$ cat src/rtl/addsub_pkg.sv
// Shared types and constants for the bit-serial adder/subtractor.
package addsub_pkg;

   typedef enum logic [1:0] {
      IDLE = 2'd0,
      RUN  = 2'd1,
      DONE = 2'd2
   } state_t;

   localparam logic OP_ADD = 1'b1;
   localparam logic OP_SUB = 1'b0;

endpackage

$ cat src/rtl/fas.sv
// One-bit full adder/subtractor cell: sum is shared, carry-out is carry or borrow by mode.
module fas
   import addsub_pkg::*;
(
   input  logic i_a,
   input  logic i_b,
   input  logic i_cin,
   input  logic i_a_ns,
   output logic o_s,
   output logic o_cout
);

   // Sum and mode-selected carry/borrow.
   always_comb begin
      o_s    = i_a ^ i_b ^ i_cin;
      o_cout = 1'b0;
      unique case (i_a_ns)
         OP_ADD: o_cout = (i_a & i_b) | (i_a & i_cin) | (i_b & i_cin);
         OP_SUB: o_cout = (~i_a & i_b) | (~i_a & i_cin) | (i_b & i_cin);
      endcase
   end

endmodule

$ cat src/rtl/serial_addsub.sv
// Bit-serial N-bit add/subtract: operands stream LSB-first through one fas cell.
module serial_addsub
   import addsub_pkg::*;
#(
   parameter int unsigned N = 8
) (
   input  logic         clk,
   input  logic         rst_n,
   input  logic         start,
   input  logic         a_ns,
   input  logic [N-1:0] a,
   input  logic [N-1:0] b,
   output logic         busy,
   output logic         done,
   output logic [N-1:0] result,
   output logic         cout
);

   localparam int unsigned CW = $clog2(N + 1);

   state_t         r_state, w_state_d;
   logic [N-1:0]   r_a_sh, w_a_sh_d;
   logic [N-1:0]   r_b_sh, w_b_sh_d;
   logic [N-1:0]   r_r_sh, w_r_sh_d;
   logic           r_cy, w_cy_d;
   logic           r_mode, w_mode_d;
   logic [CW-1:0]  r_cnt, w_cnt_d;

   logic           w_s;
   logic           w_cell_cout;

   fas u_fas (
      .i_a    (r_a_sh[0]),
      .i_b    (r_b_sh[0]),
      .i_cin  (r_cy),
      .i_a_ns (r_mode),
      .o_s    (w_s),
      .o_cout (w_cell_cout)
   );

   // State and datapath registers; reset discards any operation in flight.
   always_ff @(posedge clk or negedge rst_n) begin
      if (!rst_n) begin
         r_state <= IDLE;
         r_a_sh  <= '0;
         r_b_sh  <= '0;
         r_r_sh  <= '0;
         r_cy    <= 1'b0;
         r_mode  <= 1'b0;
         r_cnt   <= '0;
      end else begin
         r_state <= w_state_d;
         r_a_sh  <= w_a_sh_d;
         r_b_sh  <= w_b_sh_d;
         r_r_sh  <= w_r_sh_d;
         r_cy    <= w_cy_d;
         r_mode  <= w_mode_d;
         r_cnt   <= w_cnt_d;
      end
   end

   // Next-state and datapath update; everything holds unless the state says otherwise.
   always_comb begin
      w_state_d = r_state;
      w_a_sh_d  = r_a_sh;
      w_b_sh_d  = r_b_sh;
      w_r_sh_d  = r_r_sh;
      w_cy_d    = r_cy;
      w_mode_d  = r_mode;
      w_cnt_d   = r_cnt;
      unique case (r_state)
         IDLE: begin
            if (start) begin
               w_a_sh_d  = a;
               w_b_sh_d  = b;
               w_mode_d  = a_ns;
               w_cy_d    = 1'b0;
               w_cnt_d   = '0;
               w_state_d = RUN;
            end
         end
         RUN: begin
            // Result fills from the MSB so bit 0 lands at position 0 after N shifts.
            w_r_sh_d = {w_s, r_r_sh[N-1:1]};
            w_cy_d   = w_cell_cout;
            w_a_sh_d = r_a_sh >> 1;
            w_b_sh_d = r_b_sh >> 1;
            w_cnt_d  = r_cnt + CW'(1);
            if (r_cnt == CW'(N - 1)) begin
               w_state_d = DONE;
            end
         end
         DONE: begin
            w_state_d = IDLE;
         end
         default: begin
            w_state_d = IDLE;
         end
      endcase
   end

   // Outputs decoded from registered state only.
   always_comb begin
      busy   = (r_state == RUN);
      done   = (r_state == DONE);
      result = r_r_sh;
      cout   = r_cy;
   end

endmodule

$ cat config.mk
export PLATFORM = sky130hd
export DESIGN_NAME = serial_addsub
export DESIGN_NICKNAME = d
export VERILOG_FILES = /design/src/rtl/addsub_pkg.sv /design/src/rtl/fas.sv /design/src/rtl/serial_addsub.sv
export SDC_FILE = /design/constraint.sdc
export NUM_CORES = 1
export LEC_CHECK = 0
export BUFFER_PORTS_ARGS = -buffer_cell sky130_fd_sc_hd__buf_4
export CAP_MARGIN = 20
export CORE_ASPECT_RATIO = 0.8
export CORE_MARGIN = 1
export CORE_UTILIZATION = 58
export CTS_CLUSTER_SIZE = 12
export DETAILED_ROUTE_END_ITERATION = 6
export PLACE_DENSITY = 0.91
export SLEW_MARGIN = 20
export SYNTH_ARGS = -nofsm -noshare
export SYNTH_HDL_FRONTEND = slang
export SYNTH_SLANG_ARGS = --single-unit
$ cat constraint.sdc
create_clock -name clk -period 2.1 [get_ports clk]
set_input_delay 0 -clock clk [delete_from_list [all_inputs] [get_ports clk]]
set_output_delay 0 -clock clk [all_outputs]
set_load 0.05 [all_outputs]
# [Yosys cells after proc, flatten, opt, wreduce, memory -nomap -nowiden]
# Cells that the tools add are included.
[totals] ff_bits=32 inputBits=20
[classes] add_sub_neg=1 eq_ne=5 mux=12 bitwise=13 n_reduce_logical=5
[op_table] op="8-bit case mux with 2 select lines" n=2
[op_table] op="8-bit two-way mux" n=2
[op_table] op="4-bit case mux with 2 select lines" n=1
[op_table] op="2-bit AND reduction" n=3
[op_table] op="1-bit bitwise AND" n=5
[op_table] op="4-bit by 1-bit adder with 4-bit output (second input constant)" n=1
[op_table] op="4-bit by 3-bit equality test with 1-bit output (second input constant)" n=1
[op_table] op="2-bit two-way mux" n=2
[op_table] op="4-bit two-way mux" n=1
[op_table] op="1-bit OR" n=4
[op_table] op="1-bit case mux with 2 select lines" n=2
[op_table] op="2-bit case mux with 2 select lines" n=1
[op_table] op="2-bit by 1-bit equality test with 1-bit output (second input constant)" n=1
[op_table] op="2-bit equality test (second input constant)" n=1
[op_table] op="2-bit logical NOT" n=1
[op_table] op="2-bit by 1-bit inequality test with 1-bit output (second input constant)" n=1
[op_table] op="2-bit inequality test (second input constant)" n=1
[op_table] op="1-bit inverter" n=2
[op_table] op="2-bit nonzero test" n=1
[op_table] op="1-bit bitwise XOR" n=2
[op_table] op="1-bit two-way mux" n=1

# [Depth between registers and ports, before layout]
[depth] ltp_word=6 mapped_depth=5 depth_no_buf=4

# [Modules after synthesis]
# Synthesis repeated with hierarchy kept, for this count alone.
[unflattened] hier_cells=162 hier_area_um2=1582.8
[by_module_without_submodules] mod="serial_addsub" n_inst=1 cells_per_inst=153 area_per_inst_um2=1506.4
[by_module_without_submodules] mod="fas" n_inst=1 cells_per_inst=9 area_per_inst_um2=76.3

# [Least setup slack after synthesis]
# OpenSTA, ideal clock, no wires.
[synth_timing] path_kind="register -> output" start="register r_state[1]" end="output port done" arrival_time_ns=1.428 slack_ns=0.672 path_stages_with_launch=4 n_path_buf=2 cell_sequence="dfrtp_1 > buf_2 > buf_2 > nor2b_1"
[synth_between] elab_chain_len=1
[synth_lines] element="from (decl)" line="serial_addsub.sv:21" rtl="state_t r_state, w_state_d;"
[synth_lines] element="from (signal assigned)" line="serial_addsub.sv:52" rtl="r_state <= w_state_d;"
[synth_lines] element="2-bit equality test" line="serial_addsub.sv:105" rtl="done = (r_state == DONE);"
[synth_lines] element="to (decl)" line="serial_addsub.sv:14" rtl="output logic done,"
# No other way between the ends.

# [Worst setup path after layout]
[layout_timing] start="register r_state[1]" end="output port busy"
[layout_between] elab_chain_len=1
[layout_lines] element="2-bit by 1-bit equality test with 1-bit output" line="serial_addsub.sv:104" rtl="busy = (r_state == RUN);"
[layout_lines] element="to (decl)" line="serial_addsub.sv:13" rtl="output logic busy,"
# No other way between the ends.

==> impl_metrics.env <==
export IMPL_synth_area_um2=1630
export IMPL_final_util_pct=82.2
export IMPL_cts_root_buf="clkbuf_4"
export IMPL_endpoint_kind="primary output"
export IMPL_grt_max_degree=33
export IMPL_remaining_drc_errors=0
export IMPL_dieArea_um2=3020
export IMPL_io_buffers=30
export IMPL_synthMuxAreaShare_pct=1.39
export IMPL_powerDensity_nw_per_um2=1460
export IMPL_synth_seq_cells=32
export IMPL_p_leak_nw=0.975
export IMPL_grt_total_usage_pct=28.2
export IMPL_dp_hpwl_mm=2.26
export IMPL_nNetsFinal=231
export IMPL_crit_path_max_fanout=24
export IMPL_final_antenna_net_count=0
export IMPL_place_gp_congestion=0.772
export IMPL_synth_top_family_by_area="compound AO/OA/AOI/OAI gates"
export IMPL_htreeDepth=2
export IMPL_cts_buffer_depth=2
export IMPL_first_global_vias=1307
export IMPL_setup_ws_ps=381
export IMPL_synthAdderAreaFrac_pct=2.31
export IMPL_min_period_over_period_pct=81.9
export IMPL_ir_worst_vdd_mv=0.887
export IMPL_fmax_ghz=0.582
export IMPL_worst_pin_slew_ps=414
export IMPL_startpoint_type="register"
export IMPL_period_minus_slack_ps=1720
export IMPL_worst_r2r_endpoint="cout"
export IMPL_slowest_stage="inv_2"
export IMPL_cts_tree="done"
export IMPL_antenna_found_initial=0
export IMPL_slew_headroom_pct=72.4
export IMPL_grt_pass1_wl_mm=6.02
export IMPL_post_synth_top_count_cell="dfrtp_1"
export IMPL_crit_chain="nand2b_2 > inv_2 > buf_4"
export IMPL_avgSynthCellArea_um2=10.1
export IMPL_worstHoldPathType="in2reg"
export IMPL_dr_first_iter_drc_count=63
export IMPL_synthTopCellsByArea="dfrtp_1 (49%), nand2_1 (6.5%), a22oi_1 (6.0%)"
export IMPL_finalMaxSlewViolations=0
export IMPL_tns_ps=0
export IMPL_synthArstFlopShare_pct=100
export IMPL_cts_buffers=5
export IMPL_dieHeight_um=49.3
export IMPL_dpl_worst_slack_ps=652
export IMPL_routedWlPerCell_um=15.1
export IMPL_rsz0062_at_grt="false"
export IMPL_cts_clk_slew_worst_paths_ps=90
export IMPL_r2r_start="r_state[1]"
export IMPL_max_stage_delay_ps=390
export IMPL_design_area_um2=2090
export IMPL_drive_above_1_share_pct=30.3
export IMPL_setup_viol=0
export IMPL_min_from="a[0]"
export IMPL_clk_latency_ps=340
export IMPL_whs_path_depth=4
export IMPL_ff2ff_setup_slack_ps=600
export IMPL_synth_top_area_share_pct=49.3
export IMPL_post_cts_resized=0
export IMPL_overflow=0
export IMPL_start_util_pct=63.9
export IMPL_whs_endpoint="r_a_sh[0]"
export IMPL_status="complete, no violations"
export IMPL_synth_xor_area_share_pct=0.539
export IMPL_critPathArrivalTime_ps=1720
export IMPL_diodes=0
export IMPL_netlist_top_cell_by_area="dfrtp_1"
export IMPL_skew_ps=9.57
export IMPL_synth_simple_gate_area_share_pct=18.0
export IMPL_num_vias=1377
export IMPL_die_w_um=61.2
export IMPL_synth_edf_count=0
export IMPL_row_count=16
export IMPL_ys_types=31
export IMPL_synth_flop_cell="dfrtp_1"
export IMPL_critPathKind="reg2out"
export IMPL_syn_num_nets=184
export IMPL_core_area_um2=2540
export IMPL_vias_per_cell=5.64
export IMPL_drv_cap=0
export IMPL_cts_sinks=32
export IMPL_yosysSeqAreaShare_pct=49.3
export IMPL_crit_required_ps=2100
export IMPL_syn_inst=161
export IMPL_ios=31
export IMPL_r2r_cells=4
export IMPL_synth_compound_area_share_pct=24.6
export IMPL_finalHoldViolCount=0
export IMPL_synth_warnings=0
export IMPL_drt_first_pass_iters=4
export IMPL_postRouteWirelength_mm=3.69
export IMPL_place_area_um2=1850
export IMPL_syn_to_final_growth_pct=28.6
export IMPL_synth_common_cells="dfrtp_1 (32), nand2_1 (28), a22oi_1 (13)"
[routing by layer]
metal | wire [µm] | share of wire, % | GRT usage (%) | up-vias
li1 | - | - | - | 661
met1 | 1590 | 43 | 35.5 | 662
met2 | 1850 | 50 | 44.6 | 42
met3 | 152 | 4.1 | 8.22 | 12
met4 | 93 | 2.5 | 11.7 | 0
met5 | 0 | 0 | 0 | -
[worst max-delay path by stage]
stage                           from   end
final                     r_state[1]  busy
after global routing      r_state[1]  busy
after CTS                 r_state[1]  busy
after detailed placement  r_state[1]  cout
after global placement    r_state[1]  cout
after floorplan           r_state[1]  done
[cell type report]
type / count / area [µm²]
sequential: 32 / 801
multi-input combinational: 118 / 761
inverter: 2 / 7.51
timing repair buffer: 49 / 410
clock buffer: 7 / 65.1
tap: 36 / 45.0
fill: 171 / 453
[report_power, final]
| group | internal [mW] | leakage, nW | total, mW | switching, mW |
|---|---|---|---|---|
| Clock | 0.190 | 0.0374 | 0.398 | 0.208 |
| Sequential | 0.880 | 0.410 | 1.11 | 0.226 |
| Combinational | 0.572 | 0.528 | 1.56 | 0.984 |
| Total | 1.64 | 0.975 | 3.06 | 1.42 |
[cells by family after synthesis]
group / after synthesis
multiplexers: 2
XOR/XNOR: 1
AO/OA/AOI/OAI: 55
AND/OR/NAND/NOR: 57
flip-flops: 32
adder cells (fa/ha/maj): 3
buffers and inverters: 11
[timing repair]
item                      in CTS  in global routing
buffers inserted               0                  0
hold endpoints to repair      48                  0
hold buffers                  17                  0
[placed cells by master, fill, tap and decap left out]
master | netlist | final
ha_1 | 3 | 3
o21ai_2 | 8 | 8
and2b_1 | 5 | 5
dfrtp_1 | 32 | 32
o21ai_0 | 3 | 3
inv_2 | 1 | 1
buf_4 | 1 | 32
dlygate4sd3_1 | 0 | 17
nand3_1 | 2 | 2
o21ai_1 | 8 | 8
a22o_1 | 2 | 2
nor3_1 | 2 | 2
nor2b_1 | 11 | 11
a21oi_1 | 9 | 9
nor2_1 | 3 | 3
a22oi_1 | 13 | 13
nand2_1 | 28 | 28
o21bai_2 | 1 | 1
clkbuf_8 | 0 | 2
a21oi_2 | 9 | 9
nand2b_2 | 1 | 1
nand2b_1 | 2 | 2
mux2_2 | 2 | 2
xor2_1 | 1 | 1
and3b_1 | 1 | 1
and2b_4 | 1 | 1
and4b_1 | 1 | 1
clkbuf_4 | 0 | 5
o311ai_1 | 1 | 1
inv_1 | 1 | 1
a2111oi_2 | 1 | 1
[critical path: cells and delay by family (launching register included)]
family	cells	cell delay [ps]
AND/OR/NAND/NOR	1	320
buffers and inverters	2	670
flip-flops	1	380
[sequential cells by signal, summed over array words and instances, names as in the netlist]
signal,flops
cout,1
r_a_sh,8
r_b_sh,8
r_cnt,4
r_mode,1
r_state,2
result,8
[per-stage QoR]
step | cells | hold slack (ps) | power [mW]
after floorplan | 161 | -296 | 2.24
after global placement | 220 | -49.4 | 2.55
after detailed placement | 220 | -41.8 | 2.64
after CTS | 244 | 81.9 | 3.05
after global routing | 244 | 103 | 3.27
final | 244 | 70.1 | 3.06
(Power assumes the default switching activity.)
